<file path="config.mk">
export PLATFORM = sky130hd
export DESIGN_NAME = alarm_trigger_ctrl_flat
export DESIGN_NICKNAME = d
export VERILOG_FILES = /design/src/rtl/alarm_trigger_ctrl_pkg.sv /design/src/rtl/alarm_trigger_ctrl_if.sv /design/src/rtl/alarm_trigger_ctrl_sync_debounce.sv /design/src/rtl/alarm_trigger_ctrl.sv /design/src/flat_wrapper.sv
export SDC_FILE = /design/constraint.sdc
export NUM_CORES = 1
export LEC_CHECK = 0
export BUFFER_PORTS_ARGS = -buffer_cell sky130_fd_sc_hd__buf_2
export CORE_AREA = 8 8 109 135
export CTS_BUF_LIST = sky130_fd_sc_hd__clkbuf_8
export DETAILED_ROUTE_END_ITERATION = 7
export DIE_AREA = 0 0 117 143
export PLACE_DENSITY = 0.61
export REMOVE_ABC_BUFFERS = 1
export SYNTH_ARGS = -nofsm -noshare
export SYNTH_HDL_FRONTEND = slang
export SYNTH_HIERARCHICAL = 1
export SYNTH_SLANG_ARGS = --single-unit
</file>
<file path="constraint.sdc">
create_clock -name iCLK -period 1.98 [get_ports iCLK]
set_input_delay 0.198 -clock iCLK [delete_from_list [all_inputs] [get_ports iCLK]]
set_output_delay 0.198 -clock iCLK [all_outputs]
set_load 0.05 [all_outputs]
</file>
<file path="src/rtl/alarm_trigger_ctrl_pkg.sv">
// Shared definitions for the intrusion-alarm controller: state encoding and
// trigger-count helpers used by the controller, the overlay and the status LEDs.
package alarm_pkg;

  typedef enum logic [1:0] {
    DISARMED  = 2'd0,
    ARMING    = 2'd1,
    ARMED     = 2'd2,
    TRIGGERED = 2'd3
  } alarm_state_e;

  localparam logic [7:0] TRIG_CNT_MAX = 8'd255;

  function automatic logic [7:0] sat_inc8(input logic [7:0] value);
    return (value == TRIG_CNT_MAX) ? value : value + 8'd1;
  endfunction

endpackage

</file>
<file path="src/rtl/alarm_trigger_ctrl_if.sv">
// Sensor/button/frame inputs and display/status outputs of the alarm controller.
interface alarm_trigger_ctrl_if;

  logic       iSensor;
  logic       iClear_N;
  logic       iEnable;
  logic       iFrame_Start;
  logic       oVideo_On;
  logic [1:0] oState;
  logic [7:0] oTrig_Count;

  modport master (
    output iSensor, iClear_N, iEnable, iFrame_Start,
    input  oVideo_On, oState, oTrig_Count
  );

  modport slave (
    input  iSensor, iClear_N, iEnable, iFrame_Start,
    output oVideo_On, oState, oTrig_Count
  );

endinterface

</file>
<file path="src/rtl/alarm_trigger_ctrl_sync_debounce.sv">
// Two-flop synchroniser followed by a stable-count debouncer; the filtered
// output only follows the synced input after DEBOUNCE_CYC unbroken cycles.
module sync_debounce #(
  parameter int unsigned DEBOUNCE_CYC = 250000,
  parameter logic        RESET_VAL    = 1'b0
) (
  input  logic iCLK,
  input  logic iRST_N,
  input  logic raw_in,
  output logic db_out
);

  localparam int unsigned DB_W = $clog2(DEBOUNCE_CYC + 1);
  localparam logic [DB_W-1:0] DB_LAST = DB_W'(DEBOUNCE_CYC - 1);

  logic            meta_r;
  logic            sync_r;
  logic            db_r;
  logic [DB_W-1:0] cnt_r;

  // Synchronise, then count consecutive cycles of disagreement; any agreement restarts the count
  always_ff @(posedge iCLK or negedge iRST_N) begin
    if (!iRST_N) begin
      meta_r <= RESET_VAL;
      sync_r <= RESET_VAL;
      db_r   <= RESET_VAL;
      cnt_r  <= {DB_W{1'b0}};
    end else begin
      meta_r <= raw_in;
      sync_r <= meta_r;
      if (sync_r != db_r) begin
        if (cnt_r == DB_LAST) begin
          db_r  <= sync_r;
          cnt_r <= {DB_W{1'b0}};
        end else begin
          cnt_r <= cnt_r + DB_W'(1);
        end
      end else begin
        cnt_r <= {DB_W{1'b0}};
      end
    end
  end

  assign db_out = db_r;

endmodule

</file>
<file path="src/rtl/alarm_trigger_ctrl.sv">
// Intrusion-alarm sequencer: conditions the raw inputs, runs the
// arm/exit-delay/trigger/hold FSM and updates the overlay flag on frame boundaries.
module alarm_trigger_ctrl
  import alarm_pkg::*;
#(
  parameter int unsigned DEBOUNCE_CYC  = 250000,
  parameter int unsigned ARM_DELAY_CYC = 125000000,
  parameter int unsigned HOLD_CYC      = 250000000,
  parameter int unsigned CNT_W         = 28
) (
  input  logic                 iCLK,
  input  logic                 iRST_N,
  alarm_trigger_ctrl_if.slave  bus
);

  localparam logic [CNT_W-1:0] ARM_LAST  = CNT_W'(ARM_DELAY_CYC - 1);
  localparam logic [CNT_W-1:0] HOLD_LAST = CNT_W'(HOLD_CYC - 1);

  alarm_state_e     state_r;
  logic [CNT_W-1:0] timer_r;
  logic [7:0]       trig_cnt_r;
  logic             video_r;
  logic             en_meta_r;
  logic             en_sync_r;
  logic             clr_prev_r;
  logic             sensor_db_s;
  logic             clr_db_s;
  logic             clr_pulse_s;
  logic             hold_done_s;

  sync_debounce #(
    .DEBOUNCE_CYC (DEBOUNCE_CYC),
    .RESET_VAL    (1'b0)
  ) u_sensor_db (
    .iCLK   (iCLK),
    .iRST_N (iRST_N),
    .raw_in (bus.iSensor),
    .db_out (sensor_db_s)
  );

  sync_debounce #(
    .DEBOUNCE_CYC (DEBOUNCE_CYC),
    .RESET_VAL    (1'b1)
  ) u_clear_db (
    .iCLK   (iCLK),
    .iRST_N (iRST_N),
    .raw_in (bus.iClear_N),
    .db_out (clr_db_s)
  );

  // Enable switch is only synchronised; clear history feeds the press-edge detector
  always_ff @(posedge iCLK or negedge iRST_N) begin
    if (!iRST_N) begin
      en_meta_r  <= 1'b0;
      en_sync_r  <= 1'b0;
      clr_prev_r <= 1'b1;
    end else begin
      en_meta_r  <= bus.iEnable;
      en_sync_r  <= en_meta_r;
      clr_prev_r <= clr_db_s;
    end
  end

  assign clr_pulse_s = clr_prev_r & ~clr_db_s;
  assign hold_done_s = (timer_r == HOLD_LAST);

  // Alarm sequencer with shared state timer, trigger counter and frame-aligned display flag
  always_ff @(posedge iCLK or negedge iRST_N) begin
    if (!iRST_N) begin
      state_r    <= DISARMED;
      timer_r    <= {CNT_W{1'b0}};
      trig_cnt_r <= 8'd0;
      video_r    <= 1'b0;
    end else begin
      if (bus.iFrame_Start) begin
        video_r <= (state_r == TRIGGERED);
      end
      case (state_r)
        DISARMED: begin
          timer_r <= {CNT_W{1'b0}};
          if (en_sync_r) begin
            state_r <= ARMING;
          end
        end
        ARMING: begin
          if (!en_sync_r) begin
            state_r <= DISARMED;
            timer_r <= {CNT_W{1'b0}};
          end else if (timer_r == ARM_LAST) begin
            state_r <= ARMED;
            timer_r <= {CNT_W{1'b0}};
          end else begin
            timer_r <= timer_r + CNT_W'(1);
          end
        end
        ARMED: begin
          timer_r <= {CNT_W{1'b0}};
          if (!en_sync_r) begin
            state_r <= DISARMED;
          end else if (sensor_db_s) begin
            state_r    <= TRIGGERED;
            trig_cnt_r <= sat_inc8(trig_cnt_r);
          end
        end
        TRIGGERED: begin
          // Latched: only an accepted clear leaves, and a press before hold_done is dropped
          if (clr_pulse_s && hold_done_s) begin
            state_r <= en_sync_r ? ARMED : DISARMED;
            timer_r <= {CNT_W{1'b0}};
          end else if (!hold_done_s) begin
            timer_r <= timer_r + CNT_W'(1);
          end
        end
        default: begin
          state_r <= DISARMED;
          timer_r <= {CNT_W{1'b0}};
        end
      endcase
    end
  end

  assign bus.oVideo_On   = video_r;
  assign bus.oState      = state_r;
  assign bus.oTrig_Count = trig_cnt_r;

endmodule

</file>
<file path="src/flat_wrapper.sv">
// flat-port wrapper written by rule: the top's interface ports become plain ports
module alarm_trigger_ctrl_flat import alarm_pkg::*;
#(
  parameter int unsigned DEBOUNCE_CYC  = 250000,
  parameter int unsigned ARM_DELAY_CYC = 125000000,
  parameter int unsigned HOLD_CYC      = 250000000,
  parameter int unsigned CNT_W         = 28
)
  (iCLK, iRST_N, bus_iSensor, bus_iClear_N, bus_iEnable, bus_iFrame_Start, bus_oVideo_On, bus_oState, bus_oTrig_Count);
  alarm_trigger_ctrl_if bus_i ();
  input  logic iCLK;
  input  logic iRST_N;
  input wire logic [$bits(bus_i.iSensor)-1:0] bus_iSensor;
  input wire logic [$bits(bus_i.iClear_N)-1:0] bus_iClear_N;
  input wire logic [$bits(bus_i.iEnable)-1:0] bus_iEnable;
  input wire logic [$bits(bus_i.iFrame_Start)-1:0] bus_iFrame_Start;
  output wire logic [$bits(bus_i.oVideo_On)-1:0] bus_oVideo_On;
  output wire logic [$bits(bus_i.oState)-1:0] bus_oState;
  output wire logic [$bits(bus_i.oTrig_Count)-1:0] bus_oTrig_Count;
  assign bus_i.iSensor = bus_iSensor;
  assign bus_i.iClear_N = bus_iClear_N;
  assign bus_i.iEnable = bus_iEnable;
  assign bus_i.iFrame_Start = bus_iFrame_Start;
  assign bus_oVideo_On = bus_i.oVideo_On;
  assign bus_oState = bus_i.oState;
  assign bus_oTrig_Count = bus_i.oTrig_Count;
  alarm_trigger_ctrl #(.DEBOUNCE_CYC(DEBOUNCE_CYC), .ARM_DELAY_CYC(ARM_DELAY_CYC), .HOLD_CYC(HOLD_CYC), .CNT_W(CNT_W)) u_core (.iCLK(iCLK), .iRST_N(iRST_N), .bus(bus_i));
endmodule
</file>
# After elaboration in Yosys (flattened, before gate mapping)
# Cells that the tools add are included.
# totals
wordCells	61
ff_bits	84
output_inout_bits	11
input_bits	6
# op_classes
n_bitwise	3
addsub	4
eq_ne	15
mux	17
reduce_logical	7
# ops
op	count
two-way mux 28 bit	4
one-hot mux 28 bit (3 select lines)	1
two-way mux 18 bit	4
adder 18 x 1 -> 18 bit, second input constant	2
== test 18 bit, second input constant	2
adder 28 x 1 -> 28 bit, second input constant	1
== test 28 x 27 -> 1 bit, second input constant	1
== test 28 bit, second input constant	1
two-way mux 2 bit	7
!= test 3 bit, second input constant	3
adder 8 x 1 -> 8 bit, second input constant	1
== test 8 bit, second input constant	1
one-hot mux 2 bit (4 select lines)	1
AND reduction 4 bit	2
== test 2 bit, second input constant	2
AND reduction 2 bit	2
== test 2 x 1 -> 1 bit, second input constant	1
zero test 2 bit	1
!= test 1 bit	2
!= test 2 x 1 -> 1 bit, second input constant	1
!= test 2 bit, second input constant	1
inverter 1 bit	2
OR reduction 2 bit	1
bitwise AND 1 bit	1
logical AND 1 bit	1

# Logic depth before layout (Yosys ltp)
# logic_depth
word_depth	5
depth_mapped	7
mapped_depth_nobuf	6

# By module
# The synthesis kept the hierarchy.
# modules_own_cells
module	cells_each	area_per_inst_um2	n_inst	seq_area_each_um2
alarm_trigger_ctrl	214	2237.1	1	1052.3
sync_debounce at u_core.u_clear_db	99	1033.5	1	529.3
sync_debounce at u_core.u_sensor_db	99	1029.7	1	525.5

# Worst setup path after synthesis
# OpenSTA, ideal clock, no wires.
# synth_timing
path_type	register to register
startpoint	reg u_core.timer_r[6]
endpoint	reg u_core.timer_r[6]
required_ns	1.855
arrival_ns	1.771
setup_ns	0.125
stages_incl_launch_ff	7
setup_slack_ns	0.084
cell_sequence	dfrtp_1 > or4b_1 > nor4_2 > a31oi_1 > o211ai_4 > buf_8 > nor2_2
# synth_via
elab_chain_cells	4
# synth_lines
element	line	source
start: declaration	alarm_trigger_ctrl.sv:20	logic [CNT_W-1:0] timer_r;
start signal: assignment	alarm_trigger_ctrl.sv:71	timer_r <= {CNT_W{1'b0}};
start signal: assignment	alarm_trigger_ctrl.sv:80	timer_r <= {CNT_W{1'b0}};
start signal: assignment	alarm_trigger_ctrl.sv:88	timer_r <= {CNT_W{1'b0}};
adder 28 x 1 -> 28 bit, or another cell as far along	alarm_trigger_ctrl.sv:93, alarm_trigger_ctrl.sv:111	
two-way mux 28 bit, or another cell as far along	alarm_trigger_ctrl.sv:110	end else if (!hold_done_s) begin
two-way mux 28 bit (on tied branches)	alarm_trigger_ctrl.sv:107, alarm_trigger_ctrl.sv:86	
one-hot mux 28 bit (3 select lines)	alarm_trigger_ctrl.sv:78	case (state_r)
# Parallel ways exist; a longest one is shown, timed or not. The select of a mux whose other input is x is not followed.
# A chain may end at the register's enable or synchronous reset.

# Worst setup path after layout
# layout_timing
startpoint	reg u_core.timer_r[0]
endpoint	reg u_core.timer_r[2]
# The elaborated chain is that of the path after synthesis.

==> metrics.md <==
| Metric | Value |
|---|---|
| Status | finished, final reports clean |
| Final nets | around 480 |
| Routability cong. | roughly 0.8 |
| Most used cell, CP | buf_4 |
| Sequential share of the synthesized area | approximately 49% |
| Fin area | 5100 um^2 |
| Max_slew headroom | 68.3% |
| Hold Crit Class | input pin to flip-flop |
| Fraction of layout instances using a drive strength above 1 | 25.7% |
| Clk_lat worst skew | 0.36 ns |
| Remaining Overflow, GRT | 0 |
| # rows | 46 |
| DIE AREA | 16700 um^2 |
| Post-synth top area cell | dfrtp_1 |
| Area of the multi-input gates | 2120 um^2 |
| Hold_ws | 0.0357 ns |
| #FFs+latches synth | 84 |
| TritonCTS clock tree | yes |
| WL final | 8670 um |
| HPWL after DPL | 5970 um |
| WL per Instance | 13.6 um |
| Area after DPL | about 4800 um^2 |
| Post-route ant nets | 0 |
| Chip height | roughly 140 um |
| Crit. End Element | flip-flop |
| Netlist cell types | 52 |
| I/O Pins | 17 |
| Slowest cell delay on critical path | 0.41 ns |
| FF/Latch Area | 2110 um^2 |
| # setup viols final | 0 |
| Largest net degree at the start of global routing | 56 |
| Crit path max fanout | 6 |
| Count of routing violations after the opening detailed-route iteration | 201 |
| Post-Syn Instances | 412 |
| Synth area leaders | dfrtp_1 47%, xnor2_1 6.3%, xor2_1 5.5%, nor2_1 4.4%, nand4_1 2.9% |
| Worst Tran Pin Value | between 0.4 and 0.5 ns |
| Fin crit share | a little over nine tenths |
| Crit path buffers/inverters | 3 |
| Crit-path cells | ha_1 > nand3_1 > buf_4 > nor2_1 > a31oi_2 > o211ai_4 > buf_4 > buf_4 > nor3_1 |
| Longest Clk Path Bufs | 2 |
| Worst VDD drop | 0.000291 V |
| CTS sink count | 84 |
| Pins Over Slew Limit | 0 |
| Crit. path cell count | 9 |
| Minimum clock period | 1.92 ns |
| RSZ-0062 raised after global routing | yes |
| FILL cells | 1254 |
| Detailed-route via count | around 3100 |
| Min-Delay Path Depth | 2 |
| Drt pass-1 iters | 4 |
| Final Hold Vio Count | 0 |
| Buffers on Ports | 16 |
| Reg2reg setup slack | approximately 0.064 ns |
| Root Driver | clkbuf_8 |
| Crit path launch type | flip-flop |
| First-pass GRT wire length | 14700 um |
| Top-area cell type share of the netlist area | between 40 and 50% |
| Starting Density | 34.3% |
| CTS HTree Levels | 3 |
| Req. time, crit path | 2.25 ns |
| Clock transition at path regs | 0.08 ns |
| Syn Area/Cell | 10.4 um^2 |
| DRC | 0 |
| Synth-to-Final Area Change | 18.5% |
| Arrival time worst endpoint | 2.18 ns |
| Diodes inserted | 0 |
| Leakage power | 2.13 nW |
| Total CTS buffers | 9 |
| Clock Skew | 0.00911 ns |
| Fmax | 522 MHz |
| Syn. warnings | 6 |
| Reg2Reg Depth | 9 |
| CP Class | flip-flop to flip-flop |
| Antenna violations before repair | 0 |
| Syn Std Cell Area | 4300 um^2 |
| CP top delay family | buffers and inverters |
| Max_cap viols | 0 |
| Total core area | ~13000 um^2 |
| PD cells | 633 nW/um^2 |
| DR vias/cell | just under 5 |
| Slowest cell on the critical path | dfrtp_1 |
| Width of the die | 117 um |
| GRT Resource Usage Total | 11.0% |
| Total negative slack | 0 ns |
| Vias in the first global route | 3085 |
[synth_stat cells (all sizes together)]
library cell and number:
a21o 3, a21oi 6, a31oi 3, a41oi 1
and2 3, and2b 1, and3 10, and4 5
and4b 1, and4bb 1, buf 6, clkbuf 3
dfrtp 80, dfstp 4, ha 4, inv 7
mux2 3, mux2i 1, nand2 29, nand2b 4
nand3 26, nand4 22, nand4b 2, nand4bb 2
nor2 70, nor2b 2, nor3 9, nor4 19
nor4b 1, nor4bb 2, o211ai 1, o21ai 9
o22ai 1, o32ai 1, o41ai 2, or2 2
or3 3, or4 4, or4b 1, xnor2 31
xor2 27
[stage by stage]
step / instances / worst slack, ns / utilization, % / total power [mW]
6_report: 639 / 0.0645 / 40.6 / 3.22
5_1_grt: 639 / -0.0296 / 40.6 / 3.36
4_1_cts: 638 / 0.00261 / 40.5 / 3.28
3_5_place_dp: 615 / -0.0206 / 37.9 / 1.92
3_3_place_gp: 615 / 0.0420 / 37.9 / 1.91
2_1_floorplan: 403 / -0.205 / - / 1.84
[flip-flops by register name, summed over array words and instances (netlist names), 2 cells and up]
signal / count
u_core/bus.oState: 2
u_core/bus.oTrig_Count: 8
u_core/timer_r: 28
u_core/u_clear_db/cnt_r: 18
u_core/u_sensor_db/cnt_r: 18
[power by group]
part	switching (mW)	internal (mW)
sequential	0.0178	1.73
combinational	0.0878	0.0552
clock	0.624	0.705
[area by class of cell]
| type | count | share of cell area (%) |
|---|---|---|
| Clock buffer | 9 | 2.43 |
| Clock inverter | 7 | 1.79 |
| Tap cell | 168 | 4.12 |
| Inverter | 7 | 0.516 |
| Timing Repair Buffer | 52 | 8.25 |
| Sequential cell | 84 | 41.3 |
| Multi-Input combinational cell | 312 | 41.5 |
[layer usage]
metal / share of wire [%] / routed length [um] / GRT usage (%)
met5: 0 / 0 / 0
met4: 1.9 / 164 / 5.74
met3: 2.8 / 239 / 1.65
met2: 49 / 4280 / 17.8
met1: 46 / 3990 / 13.7
[timing repair]
item / in CTS / in global routing
buffers inserted: 2 / 1
hold endpoints to repair: 32 / 0
gates cloned: 1 / 0
hold buffers: 4 / 0
pin swaps: 2 / 1
gates resized for setup: 3 / 3
endpoints found under the setup margin: 24 / 27
[final timing paths]
kind | endpoint | start
worst max-delay path | u_core/timer_r[2] | u_core/timer_r[0]
worst min-delay path | u_core/bus.oVideo_On | bus_iFrame_Start
worst max register to register | u_core/timer_r[2] | u_core/timer_r[0]
worst min register to register | u_core/u_sensor_db/sync_r | u_core/u_sensor_db/meta_r
max in group asynchronous | u_core/u_clear_db/meta_r | iRST_N
min in group asynchronous | u_core/bus.oTrig_Count[4] | iRST_N
[cells in the final DEF, fill, tap and decap left out, types with 5 or more instances in the layout]
cell and instances:
nand3_1 24, nor4_1 16, buf_2 15, nor2_1 50
xor2_1 27, nor2_2 20, o21ai_0 9, nor3_1 8
buf_4 29, and4_1 5, and3_1 5, and3_2 5
nand2_1 29, nand4_1 20, inv_1 7, clkbuf_8 9
dfrtp_1 80, xnor2_1 31
[logic make-up (layout without fill, tap and decap cells)]
kind of cell | count (synthesis) | after routing | synth area share (%)
multiplexers | 4 | 4 | 1.02
AND/OR/NAND/NOR | 219 | 219 | 29.3
buffers and inverters | 16 | 75 | 2.47
adder cells (fa/ha/maj) | 4 | 4 | 1.16
flip-flops | 84 | 84 | 49.0
AO/OA/AOI/OAI | 27 | 27 | 5.21
XOR/XNOR | 58 | 58 | 11.8
(Power assumes the default switching activity.)
